===== config.mk =====
export PLATFORM = sky130hd
export DESIGN_NAME = mem_ctrl_arb
export DESIGN_NICKNAME = d
export VERILOG_FILES = /design/src/rtl/mem_ctrl_arb.sv
export SDC_FILE = /design/constraint.sdc
export NUM_CORES = 1
export LEC_CHECK = 0
export CORE_ASPECT_RATIO = 0.9
export CORE_MARGIN = 4
export CORE_UTILIZATION = 39
export CTS_CLUSTER_SIZE = 10
export DETAILED_ROUTE_END_ITERATION = 10
export GPL_TIMING_DRIVEN = 0
export PLACE_DENSITY = 0.95
export SLEW_MARGIN = 0
export SYNTH_ARGS = -nofsm -noshare
export SYNTH_HDL_FRONTEND = slang
export SYNTH_SLANG_ARGS = --single-unit

===== constraint.sdc =====
create_clock -name I_clk -period 4.05 [get_ports I_clk]
set_input_delay 0.405 -clock I_clk [delete_from_list [all_inputs] [get_ports I_clk]]
set_output_delay 0.405 -clock I_clk [all_outputs]
set_load 0.01 [all_outputs]

===== src/rtl/mem_ctrl_arb.sv =====
// Round-robin arbiter plus controller multiplexing NCH requesters onto one memory port.
// Define MEM_CTRL_TIMEOUT_EN to enable the wait-state watchdog (TIMEOUT cycles, pulses O_error).
module mem_ctrl_arb #(
   parameter int ADDR_W  = 16,
   parameter int DATA_W  = 16,
   parameter int SIZE_W  = 2,
   parameter int NCH     = 2,
   parameter int TIMEOUT = 255
) (
   input  logic                  I_clk,
   input  logic                  I_reset,
   input  logic [NCH-1:0]        I_exec,
   input  logic [NCH-1:0]        I_write,
   input  logic [NCH*SIZE_W-1:0] I_size,
   input  logic [NCH*ADDR_W-1:0] I_addr,
   input  logic [NCH*DATA_W-1:0] I_data,
   output logic [NCH-1:0]        O_ready,
   output logic [NCH-1:0]        O_accept,
   output logic [DATA_W-1:0]     O_data,
   output logic [NCH-1:0]        O_data_ready,
   output logic [NCH-1:0]        O_wr_done,
   output logic [NCH-1:0]        O_error,
   input  logic                  MEM_ready,
   output logic                  MEM_exec,
   output logic                  MEM_write,
   output logic [ADDR_W-1:0]     MEM_addr,
   output logic [SIZE_W-1:0]     MEM_size,
   output logic [DATA_W-1:0]     MEM_data_out,
   input  logic [DATA_W-1:0]     MEM_data_in,
   input  logic                  MEM_data_ready
);
   localparam int PW = (NCH > 1) ? $clog2(NCH) : 1;

   typedef enum logic [1:0] {IDLE, RD_WAIT, WR_WAIT} state_t;

   state_t            state;
   logic [PW-1:0]     rr, gnt, cur;
   logic              gnt_vld;
   logic              done;
   logic [SIZE_W-1:0] size_ch [NCH];
   logic [ADDR_W-1:0] addr_ch [NCH];
   logic [DATA_W-1:0] data_ch [NCH];

   if (NCH < 1 || NCH > 8 || TIMEOUT < 1) begin : g_bad_cfg
      $error("mem_ctrl_arb: NCH must be 1..8 and TIMEOUT >= 1");
   end

   for (genvar i = 0; i < NCH; i++) begin : g_ch
      assign size_ch[i] = I_size[i*SIZE_W +: SIZE_W];
      assign addr_ch[i] = I_addr[i*ADDR_W +: ADDR_W];
      assign data_ch[i] = I_data[i*DATA_W +: DATA_W];
   end

   assign O_ready = {NCH{(state == IDLE) && MEM_ready}};
   assign done    = (state == RD_WAIT) ? MEM_data_ready : MEM_ready;

   // Scan downward so the channel closest above rr is the last (winning) assignment.
   always_comb begin
      gnt_vld = 1'b0;
      gnt     = '0;
      for (int k = NCH - 1; k >= 0; k--) begin
         logic [PW-1:0] idx;
         idx = PW'((int'(rr) + k) % NCH);
         if (I_exec[idx]) begin
            gnt_vld = 1'b1;
            gnt     = idx;
         end
      end
   end

`ifdef MEM_CTRL_TIMEOUT_EN
   localparam int CW = $clog2(TIMEOUT + 1);
   logic [CW-1:0] wcnt;
`else
   assign O_error = '0;
`endif

   always_ff @(posedge I_clk) begin
      if (!I_reset) begin
         state        <= IDLE;
         rr           <= '0;
         cur          <= '0;
         MEM_exec     <= 1'b0;
         MEM_write    <= 1'b0;
         MEM_addr     <= '0;
         MEM_size     <= '0;
         MEM_data_out <= '0;
         O_data       <= '0;
         O_accept     <= '0;
         O_data_ready <= '0;
         O_wr_done    <= '0;
`ifdef MEM_CTRL_TIMEOUT_EN
         O_error      <= '0;
         wcnt         <= '0;
`endif
      end else begin
         MEM_exec     <= 1'b0;
         O_accept     <= '0;
         O_data_ready <= '0;
         O_wr_done    <= '0;
`ifdef MEM_CTRL_TIMEOUT_EN
         O_error      <= '0;
`endif
         case (state)
            IDLE: if (MEM_ready && gnt_vld) begin
               MEM_exec      <= 1'b1;
               O_accept[gnt] <= 1'b1;
               MEM_write     <= I_write[gnt];
               MEM_size      <= size_ch[gnt];
               MEM_addr      <= addr_ch[gnt];
               MEM_data_out  <= data_ch[gnt];
               cur           <= gnt;
               rr            <= (int'(gnt) == NCH - 1) ? '0 : gnt + 1'b1;
               state         <= I_write[gnt] ? WR_WAIT : RD_WAIT;
`ifdef MEM_CTRL_TIMEOUT_EN
               wcnt          <= '0;
`endif
            end
            RD_WAIT, WR_WAIT: if (!MEM_exec) begin
               // Completion is checked before the watchdog so it wins a same-cycle tie.
               if (done) begin
                  if (state == RD_WAIT) begin
                     O_data            <= MEM_data_in;
                     O_data_ready[cur] <= 1'b1;
                  end else begin
                     O_wr_done[cur]    <= 1'b1;
                  end
                  state <= IDLE;
               end
`ifdef MEM_CTRL_TIMEOUT_EN
               else if (wcnt == CW'(TIMEOUT - 1)) begin
                  O_error[cur] <= 1'b1;
                  state        <= IDLE;
               end else begin
                  wcnt <= wcnt + 1'b1;
               end
`endif
            end
            default: state <= IDLE;
         endcase
      end
   end
endmodule


Word level (Yosys, flattened, before mapping)
Index checks and enable logic that the tools add are counted.
{ "word_totals": {"register_bits": 62, "out_inout_bits": 62} }
{ "classes": {"n_addsub": 2, "order_cmp": 7, "n_eq_ne": 5, "muxes": 31, "bitwise": 6, "n_reduce_logical": 13} }
{ "op_table": {"columns": ["op", "count"], "rows": [
  ["2-to-1 mux 16 bit", 6],
  ["2-to-1 mux 1 bit", 15],
  ["2-to-1 mux 2 bit", 7],
  ["OR reduction 5 bit", 2],
  ["< comparator 1 x 2 -> 1 bit (second input constant)", 4],
  ["AND reduction 3 bit", 2],
  ["inverter 1 bit", 5],
  ["logical AND 1 bit", 4],
  ["!= test 2 bit (second input constant)", 2],
  ["one-hot mux 2 bit (2 select lines)", 1],
  ["AND reduction 2 bit", 2],
  ["AND reduction 4 bit", 1],
  ["adder 1 bit (second input constant)", 2],
  ["demux 1 bit (select 1 bit)", 2],
  ["== test 2 x 1 -> 1 bit (second input constant)", 1],
  ["== test 2 bit (second input constant)", 1],
  [">= comparator 1 bit (second input constant)", 2],
  [">= comparator 2 bit (second input constant)", 1],
  ["logical NOT 2 bit", 1],
  ["!= test 2 x 1 -> 1 bit (second input constant)", 1],
  ["inverter 1 -> 2 bit", 1],
  ["OR reduction 2 bit", 1]
]} }

Longest topological paths before layout
Gate-level depths: netlist (run 1).
{ "logic_depth": {"ltp_word": 10, "mapped_depth": 8} }

Least setup slack after synthesis (run 1)
No wires, ideal clock.
{ "synth_timing": {"path_kind": "flip-flop to flip-flop", "startpoint": "register state[1]", "endpoint": "register O_data[4]", "setup_time_ns": 0.128, "arrival_time_ns": 1.417, "t_required_ns": 3.922, "slack_ns": 2.505, "path_stages_with_launch": 9, "path_buffers": 2, "period_less_slack_ns": 1.545, "cell_sequence": "dfxtp_1 > inv_1 > ha_1 > mux2i_1 > nor3b_2 > buf_4 > buf_6 > mux2i_1 > nor2_1"} }
{ "synth_via": {"elab_chain_cells": 3, "word_cells_on_any_way": 5} }
{ "synth_rtl": {"columns": ["item", "line", "text"], "rows": [
  ["start, declared", "36", "state_t state;"],
  ["start signal, assigned", "114", "state <= I_write[gnt] ? WR_WAIT : RD_WAIT;"],
  ["== test 2 x 1 -> 1 bit or == test 2 bit (tied branches)", "55, 104, 122", null],
  ["2-to-1 mux 1 bit or OR reduction 2 bit (tied branches)", "55, 104", null],
  ["AND reduction 4 bit (no source line) *", null, null],
  ["end signal, assigned", "123", "O_data <= MEM_data_in;"],
  ["end, declared", "19", "output logic [DATA_W-1:0] O_data,"]
]} }
Mark *: on every way between the ends. The rest lies on a longest branch, timed or not.
A chain may end at the register's enable or synchronous reset.

Worst setup path after layout (run 1)
{ "layout_timing": {"startpoint": "input MEM_ready", "endpoint": "output O_ready[1]"} }
{ "layout_via": {"elab_chain_cells": 1} }
{ "layout_rtl": {"columns": ["item", "line", "text"], "rows": [
  ["start, declared", "23", "input logic MEM_ready,"],
  ["logical AND 1 bit", "54", "assign O_ready = {NCH{(state == IDLE) && MEM_ready}};"],
  ["end, declared", "17", "output logic [NCH-1:0] O_ready,"]
]} }
No other way between the ends.

==> results of run 1 <==
## logic make-up after synthesis
logic type | share of synthesized area, %
AOI/OAI and AO/OA | 18.5
adders and majority gates | 1.57
buffers and inverters | 6.97
DFF | 52.0
muxes | 7.13
other | 0.157
and+or+nand+nor | 13.6
## Yosys cell counts, types with 2 or more instances
library cell	count	share of area, %
sky130_fd_sc_hd__a21oi_1	4	0.84
sky130_fd_sc_hd__a222oi_1	34	14
sky130_fd_sc_hd__and2_1	2	0.52
sky130_fd_sc_hd__buf_2	4	0.84
sky130_fd_sc_hd__buf_4	4	1.3
sky130_fd_sc_hd__buf_6	7	3.3
sky130_fd_sc_hd__clkbuf_1	6	0.94
sky130_fd_sc_hd__dfxtp_1	62	52
sky130_fd_sc_hd__ha_1	3	1.6
sky130_fd_sc_hd__inv_1	3	0.47
sky130_fd_sc_hd__mux2i_1	17	7.1
sky130_fd_sc_hd__nand2_1	2	0.31
sky130_fd_sc_hd__nor2_1	54	8.5
sky130_fd_sc_hd__nor3b_2	2	1.0
sky130_fd_sc_hd__o21a_1	3	0.94
sky130_fd_sc_hd__o21ai_0	4	0.84
## metrics by stage
step / hold WS [ps] / power (mW) / cells / setup WS (ps)
2_1_floorplan: 461 / 0.820 / 228 / 2510
3_3_place_gp: 472 / 1.01 / 449 / 1870
3_5_place_dp: 479 / 1.02 / 449 / 1810
4_1_cts: 498 / 1.62 / 465 / 1850
5_1_grt: 516 / 1.67 / 465 / 1770
6_report: 498 / 1.61 / 465 / 1850
## layout by cell type, fill, tap and decap left out, types with 2 or more instances in the layout
cell	count
sky130_fd_sc_hd__buf_2	4
sky130_fd_sc_hd__clkinvlp_4	2
sky130_fd_sc_hd__buf_4	4
sky130_fd_sc_hd__inv_1	3
sky130_fd_sc_hd__nor2_1	54
sky130_fd_sc_hd__nor3b_2	2
sky130_fd_sc_hd__clkinv_2	2
sky130_fd_sc_hd__clkdlybuf4s50_1	151
sky130_fd_sc_hd__and2_1	2
sky130_fd_sc_hd__a222oi_1	34
sky130_fd_sc_hd__bufinv_16	2
sky130_fd_sc_hd__a21oi_1	4
sky130_fd_sc_hd__clkbuf_8	10
sky130_fd_sc_hd__o21a_1	3
sky130_fd_sc_hd__dfxtp_1	62
sky130_fd_sc_hd__mux2i_1	17
sky130_fd_sc_hd__o21ai_0	4
sky130_fd_sc_hd__buf_6	7
sky130_fd_sc_hd__ha_1	3
sky130_fd_sc_hd__nand2_1	2
sky130_fd_sc_hd__clkbuf_1	6
sky130_fd_sc_hd__conb_1	2
## how the worst max path moves through the flow
| stage | from | end | slack [ps] | cells after the start |
|---|---|---|---|---|
| finish | MEM_ready | O_ready[1] | 1850 | 4 |
| global route | state[1] | O_ready[1] | 1770 | 5 |
| CTS | MEM_ready | O_ready[1] | 1850 | 4 |
| detailed placement | I_reset | MEM_data_out[12] | 1810 | 5 |
| global placement | MEM_ready | O_ready[1] | 1870 | 4 |
| floorplan | state[1] | O_data[4] | 2510 | 8 |
## cell type report
type                    instances  share of cell area [%]
repair buffers                151                    35.9
plain buffers                  21                    3.59
well taps                      70                    2.08
multi-input cells             141                    23.3
clock inverters                 6                    2.02
flip-flops and latches         62                    29.5
clock buffers                  10                    3.27
inverters                       4                   0.357
## registers in the layout, indices dropped and copies added (netlist names)
register / cells
MEM_addr: 16
MEM_data_out: 16
O_data: 16
MEM_size: 2
O_accept: 2
O_data_ready: 2
O_wr_done: 2
state: 2
MEM_exec: 1
MEM_write: 1
cur: 1
rr: 1
## power by group through the flow
stage          sequential [mW]  clock, mW  combinational [mW]
2_1_floorplan            0.695          0               0.125
3_3_place_gp             0.679          0               0.329
3_5_place_dp             0.681          0               0.336
4_1_cts                  0.668      0.615               0.339
5_1_grt                  0.671      0.638               0.362
6_report                 0.668      0.602               0.336
## per-layer routing
metal  vias to the layer above  share of wire (%)
li1                       1171                  -
met1                      1140                 36
met2                       142                 50
met3                         8                 13
met4                         0                1.2
met5                         -                  0
## critical path, cell delays in order
cell	delay, ps
sky130_fd_sc_hd__clkdlybuf4s50_1	550
sky130_fd_sc_hd__and2_4	200
sky130_fd_sc_hd__buf_4	110
sky130_fd_sc_hd__clkdlybuf4s50_1	530
==> flow_summary.yaml, run 1 <==
power_and_ir_drop:
  power_switching_mw: 0.395
  max-vdd-ir-drop_mv: 0.319
  power.clock.fraction_pct: 37.5
  share_comb_of_total_power_pct: 21.0
  net_sw_share_pct: 24.6
  seqPwrFrac_pct: 41.6
  total_leakage_power_nw: 1.58
  intPower_mw: 1.21
  power-per-cell-area_mw_per_mm2: 381
setup_path:
  worstReg2RegEnd: "MEM_addr[0]"
  rr_worst_depth: 8
  reg2reg_launch_point: "state[1]"
  setup.worst_path.start_class: "primary input"
  timing.critical_path.required_ps: 3640
  timing.critical_path.to_type: "primary output"
  critPathKind: "primary input to primary output"
  reg2reg_slack_ps: 2260
  critPathMaxFanout: 5
  arrival_ps: 1790
die:
  initial_core_util_pct: 41.2
  row_cnt: 26
  fp.dieW_um: 90.5
  fp.dieH_um: 82.2
  ios: 154
  floorplan.core_area_mm2: 0.00579
  dieArea_mm2: 0.00744
sta:
  tightestPinTransition_ps: 530
  timing.final.crit_share_pct: 54.3
  setup_tns_ps: 0
  finalClockSkew_ps: 4.95
  setup_viol_count_final: 0
  hold_viol_final: 0
  peak_clock_frequency_supported_by_timing_mhz: 455
  slew_headroom_pct: 64.6
  unrepaired_setup_endpoints_after_global_routing: "no"
  final_max_slew_viol_count: 0
  timing.final.crit_period_ps: 2200
clock_network:
  cts_root_buffer: "sky130_fd_sc_hd__clkbuf_8"
  cts_hold_buffers_added: 0
  number_of_gates_given_a_new_drive_strength_after_cts: 0
  cts_tree: "built"
  clk-insertion-delay-late_ps: 340
  htree_levels: 3
  clock-sinks: 62
  worst_setup_hold_path_clk_slew_ps: 70
  cts.path.max_buffers: 2
  postCtsSetupBuffers: 0
  tritoncts.num_buffers: 9
placement:
  globalplace.congestion: 0.753
  port_buffers: 151
  post-dp-hpwl_mm: 6.14
  placed_cell_area_mm2: 0.00399
synth:
  gate_count_post_synth: 227
  ys_types: 32
  yosys_warnings: 0
  synth.cell_area_mm2: 0.00239
  synth_ff_type: "sky130_fd_sc_hd__dfxtp_1"
  sequential_area_share_after_synthesis_pct: 52.0
  async_reset_ff_share_pct: 0
  synth_edf_count: 0
  postSynthRegisterBits: 62
  syn_area_per_cell_um2: 10.5
flow_run:
  cap_viol_max_count: 0
drt:
  routed_via_density: 5.29
  detail-route-antenna-nets: 0
  drt_iter0_drc: 262
  dr_total_vias: 2461
  route.detailed.wl_per_inst_um: 17.1
  drc: 0
  drt_first_pass_iters: 9
  drt-total-wl_mm: 7.94
grt:
  grt_busiest_layer: "met2"
  grt_first_pass_wirelength_mm: 12.3
  global_route.overflow_total: 0
  via_count_of_the_first_global_routing_pass: 2631
  maximum_number_of_pins_on_one_net_before_global_route_repair: 12
  grt_util_met2_pct: 40.0
  use_met1_pct: 21.0
  antenna_found_initial: 0
  grt_util_all_layers_pct: 21.4
  gr-usage-met3_pct: 10.1
worst_hold_path:
  hp-start: "O_data[2]"
  worstHoldPathCells: 2
  hold_path_end: "O_data[2]"
  holdCritPathClass: "flip-flop to flip-flop"
final_layout:
  number_of_fill_cells_in_the_layout: 410
  num_antenna_cells: 0
  final_area_mm2: 0.00421
  post-route-util_pct: 72.7
  finish.net_count: 485
  flow.area_growth_from_synthesis_pct: 76.5
  multi_input_area_um2: 982
  post_route_cells_drive_above_1_share_pct: 9.87
  sequential_cell_area_mm2: 0.00124
run_status:
  result_of_the_run: "completed"
(Power assumes the default switching activity.)
==> run 2: changes to the inputs <==
--- a/config.mk
+++ b/config.mk
@@ -7,11 +7,11 @@
 export LEC_CHECK = 0
 export CORE_ASPECT_RATIO = 0.9
 export CORE_MARGIN = 4
-export CORE_UTILIZATION = 39
+export CORE_UTILIZATION = 36
 export CTS_CLUSTER_SIZE = 10
 export DETAILED_ROUTE_END_ITERATION = 10
 export GPL_TIMING_DRIVEN = 0
-export PLACE_DENSITY = 0.95
+export PLACE_DENSITY = 0.91
 export SLEW_MARGIN = 0
 export SYNTH_ARGS = -nofsm -noshare
 export SYNTH_HDL_FRONTEND = slang
==> constraint.sdc (replaced) <==
create_clock -name I_clk -period 2.1 [get_ports I_clk]
set_input_delay 0.21 -clock I_clk [delete_from_list [all_inputs] [get_ports I_clk]]
set_output_delay 0.21 -clock I_clk [all_outputs]
set_load 0.01 [all_outputs]
==> flow_summary.yaml, run 2 (same netlist as run 1, synthesis figures left out) <==
setup_path:
  setup.worst_path.start_class: "flip-flop"
  cp_cell_sequence: "inv_1, ha_1, and2_4, buf_4, clkdlybuf4s50_1"
  reg2reg_slack_ps: 310
  critPathKind: "flip-flop to primary output"
  arrival_ps: 1750
  startpoint: "state[1]"
  critPathBufInv: 3
  critical_path.slowest_cell: "sky130_fd_sc_hd__clkdlybuf4s50_1"
  critPathMaxFanout: 5
  timing.critical_path.to_type: "primary output"
  timing.critical_path.required_ps: 1890
  reg2reg_launch_point: "state[1]"
  timing.critical_path.slowest_cell_delay_ps: 520
  category_of_cells_accounting_for_the_largest_share_of_critical_path_delay: "buffers and inverters"
drt:
  drt-total-wl_mm: 7.94
  drt_first_pass_iters: 6
  dr_total_vias: 2436
  detail-route-antenna-nets: 0
  drc: 0
  route.detailed.wl_per_inst_um: 16.5
  routed_via_density: 5.05
  drt_iter0_drc: 187
sta:
  setup_tns_ps: 0
  peak_clock_frequency_supported_by_timing_mhz: 511
  finalClockSkew_ps: 9.95
  final_max_slew_viol_count: 0
  hold_viol_final: 0
  timing.final.crit_share_pct: 93.2
  unrepaired_setup_endpoints_after_global_routing: "no"
  timing.final.crit_period_ps: 1960
  setup_viol_count_final: 0
  slew_headroom_pct: 63.1
  tightestPinTransition_ps: 552
final_layout:
  flow.area_growth_from_synthesis_pct: 77.7
  post-route-util_pct: 67.5
  top_regs: "MEM_addr x16, MEM_data_out x16, O_data x16"
  mostFrequentLayoutCells: "sky130_fd_sc_hd__clkdlybuf4s50_1, sky130_fd_sc_hd__dfxtp_1, sky130_fd_sc_hd__nor2_1"
  finish.net_count: 485
  num_antenna_cells: 0
  post_route_cells_drive_above_1_share_pct: 9.87
  leading_cell_type_in_the_layout_fill_and_taps_excluded: "sky130_fd_sc_hd__clkdlybuf4s50_1"
worst_hold_path:
  holdCritPathClass: "primary input to flip-flop"
  hp-start: "MEM_data_in[1]"
die:
  dieArea_mm2: 0.00800
  initial_core_util_pct: 38.0
  row_cnt: 27
  floorplan.core_area_mm2: 0.00628
  fp.dieH_um: 85.2
  fp.dieW_um: 93.8
  ios: 154
placement:
  port_buffers: 151
  post-dp-hpwl_mm: 6.09
  globalplace.congestion: 0.821
power_and_ir_drop:
  power-per-cell-area_mw_per_mm2: 739
  max-vdd-ir-drop_mv: 0.509
  total_leakage_power_nw: 1.59
clock_network:
  clock-sinks: 62
  cts_hold_buffers_added: 0
  cts.path.max_buffers: 2
  cts_tree: "built"
  number_of_gates_given_a_new_drive_strength_after_cts: 0
  htree_levels: 3
  postCtsSetupBuffers: 0
  cts_root_buffer: "sky130_fd_sc_hd__clkbuf_8"
  clk-insertion-delay-late_ps: 340
  tritoncts.num_buffers: 9
  worst_setup_hold_path_clk_slew_ps: 80
flow_run:
  cap_viol_max_count: 0
grt:
  antenna_found_initial: 0
  grt_first_pass_wirelength_mm: 12.1
  maximum_number_of_pins_on_one_net_before_global_route_repair: 13
  grt_util_all_layers_pct: 19.4
  via_count_of_the_first_global_routing_pass: 2487
  global_route.overflow_total: 0
run_status:
  result_of_the_run: "completed"
==> run 2: stage by stage <==
step           power (mW)  hold WS (ps)  std cells  cell area [um2]  worst slack, ps
6_report             3.13           485        482             4240              144
5_1_grt              3.28           487        482             4240             57.7
4_1_cts              3.16           478        482             4240              124
3_5_place_dp         1.96           481        466             4010             25.9
3_3_place_gp         1.94           472        466             4010              112
2_1_floorplan        1.58           328        228             2390              555
==> run 2: path summary, 6_finish.rpt <==
kind                          end  depth (start not counted)
setup / recovery       O_ready[1]                          5
hold / removal          O_data[1]                          3
setup reg to reg  MEM_data_out[7]                          7
hold reg to reg         O_data[0]                          2
==> run 2: worst register-to-register path: stages (launching register included) <==
cell and delay (ps):
sky130_fd_sc_hd__dfxtp_1 300, sky130_fd_sc_hd__inv_1 100, sky130_fd_sc_hd__ha_1 200, sky130_fd_sc_hd__and2_4 190, sky130_fd_sc_hd__nor3b_4 500, sky130_fd_sc_hd__buf_6 220, sky130_fd_sc_hd__a222oi_1 90, sky130_fd_sc_hd__nor2_1 120
==> run 2: layout make-up <==
cell class              count  area (um2)
multi-input cells         141         982
inverters                   4        15.0
plain buffers              21         151
fillers                   496        2040
flip-flops and latches     62        1240
clock inverters             6        92.6
well taps                  87         109
clock buffers              10         138
repair buffers            151        1510
==> run 2: power breakdown <==
| part | internal (mW) | switching [mW] |
|---|---|---|
| Combinational | 0.392 | 0.256 |
| Sequential | 1.25 | 0.0400 |
| Clock | 0.708 | 0.490 |
| Total | 2.35 | 0.787 |
==> run 2: per-layer routing <==
layer	vias up	routed length [um]	track usage, %
li1	1176	-	-
met1	1132	3160	20.5
met2	117	3890	34.9
met3	11	783	7.80
met4	0	104	6.30
met5	-	0	0
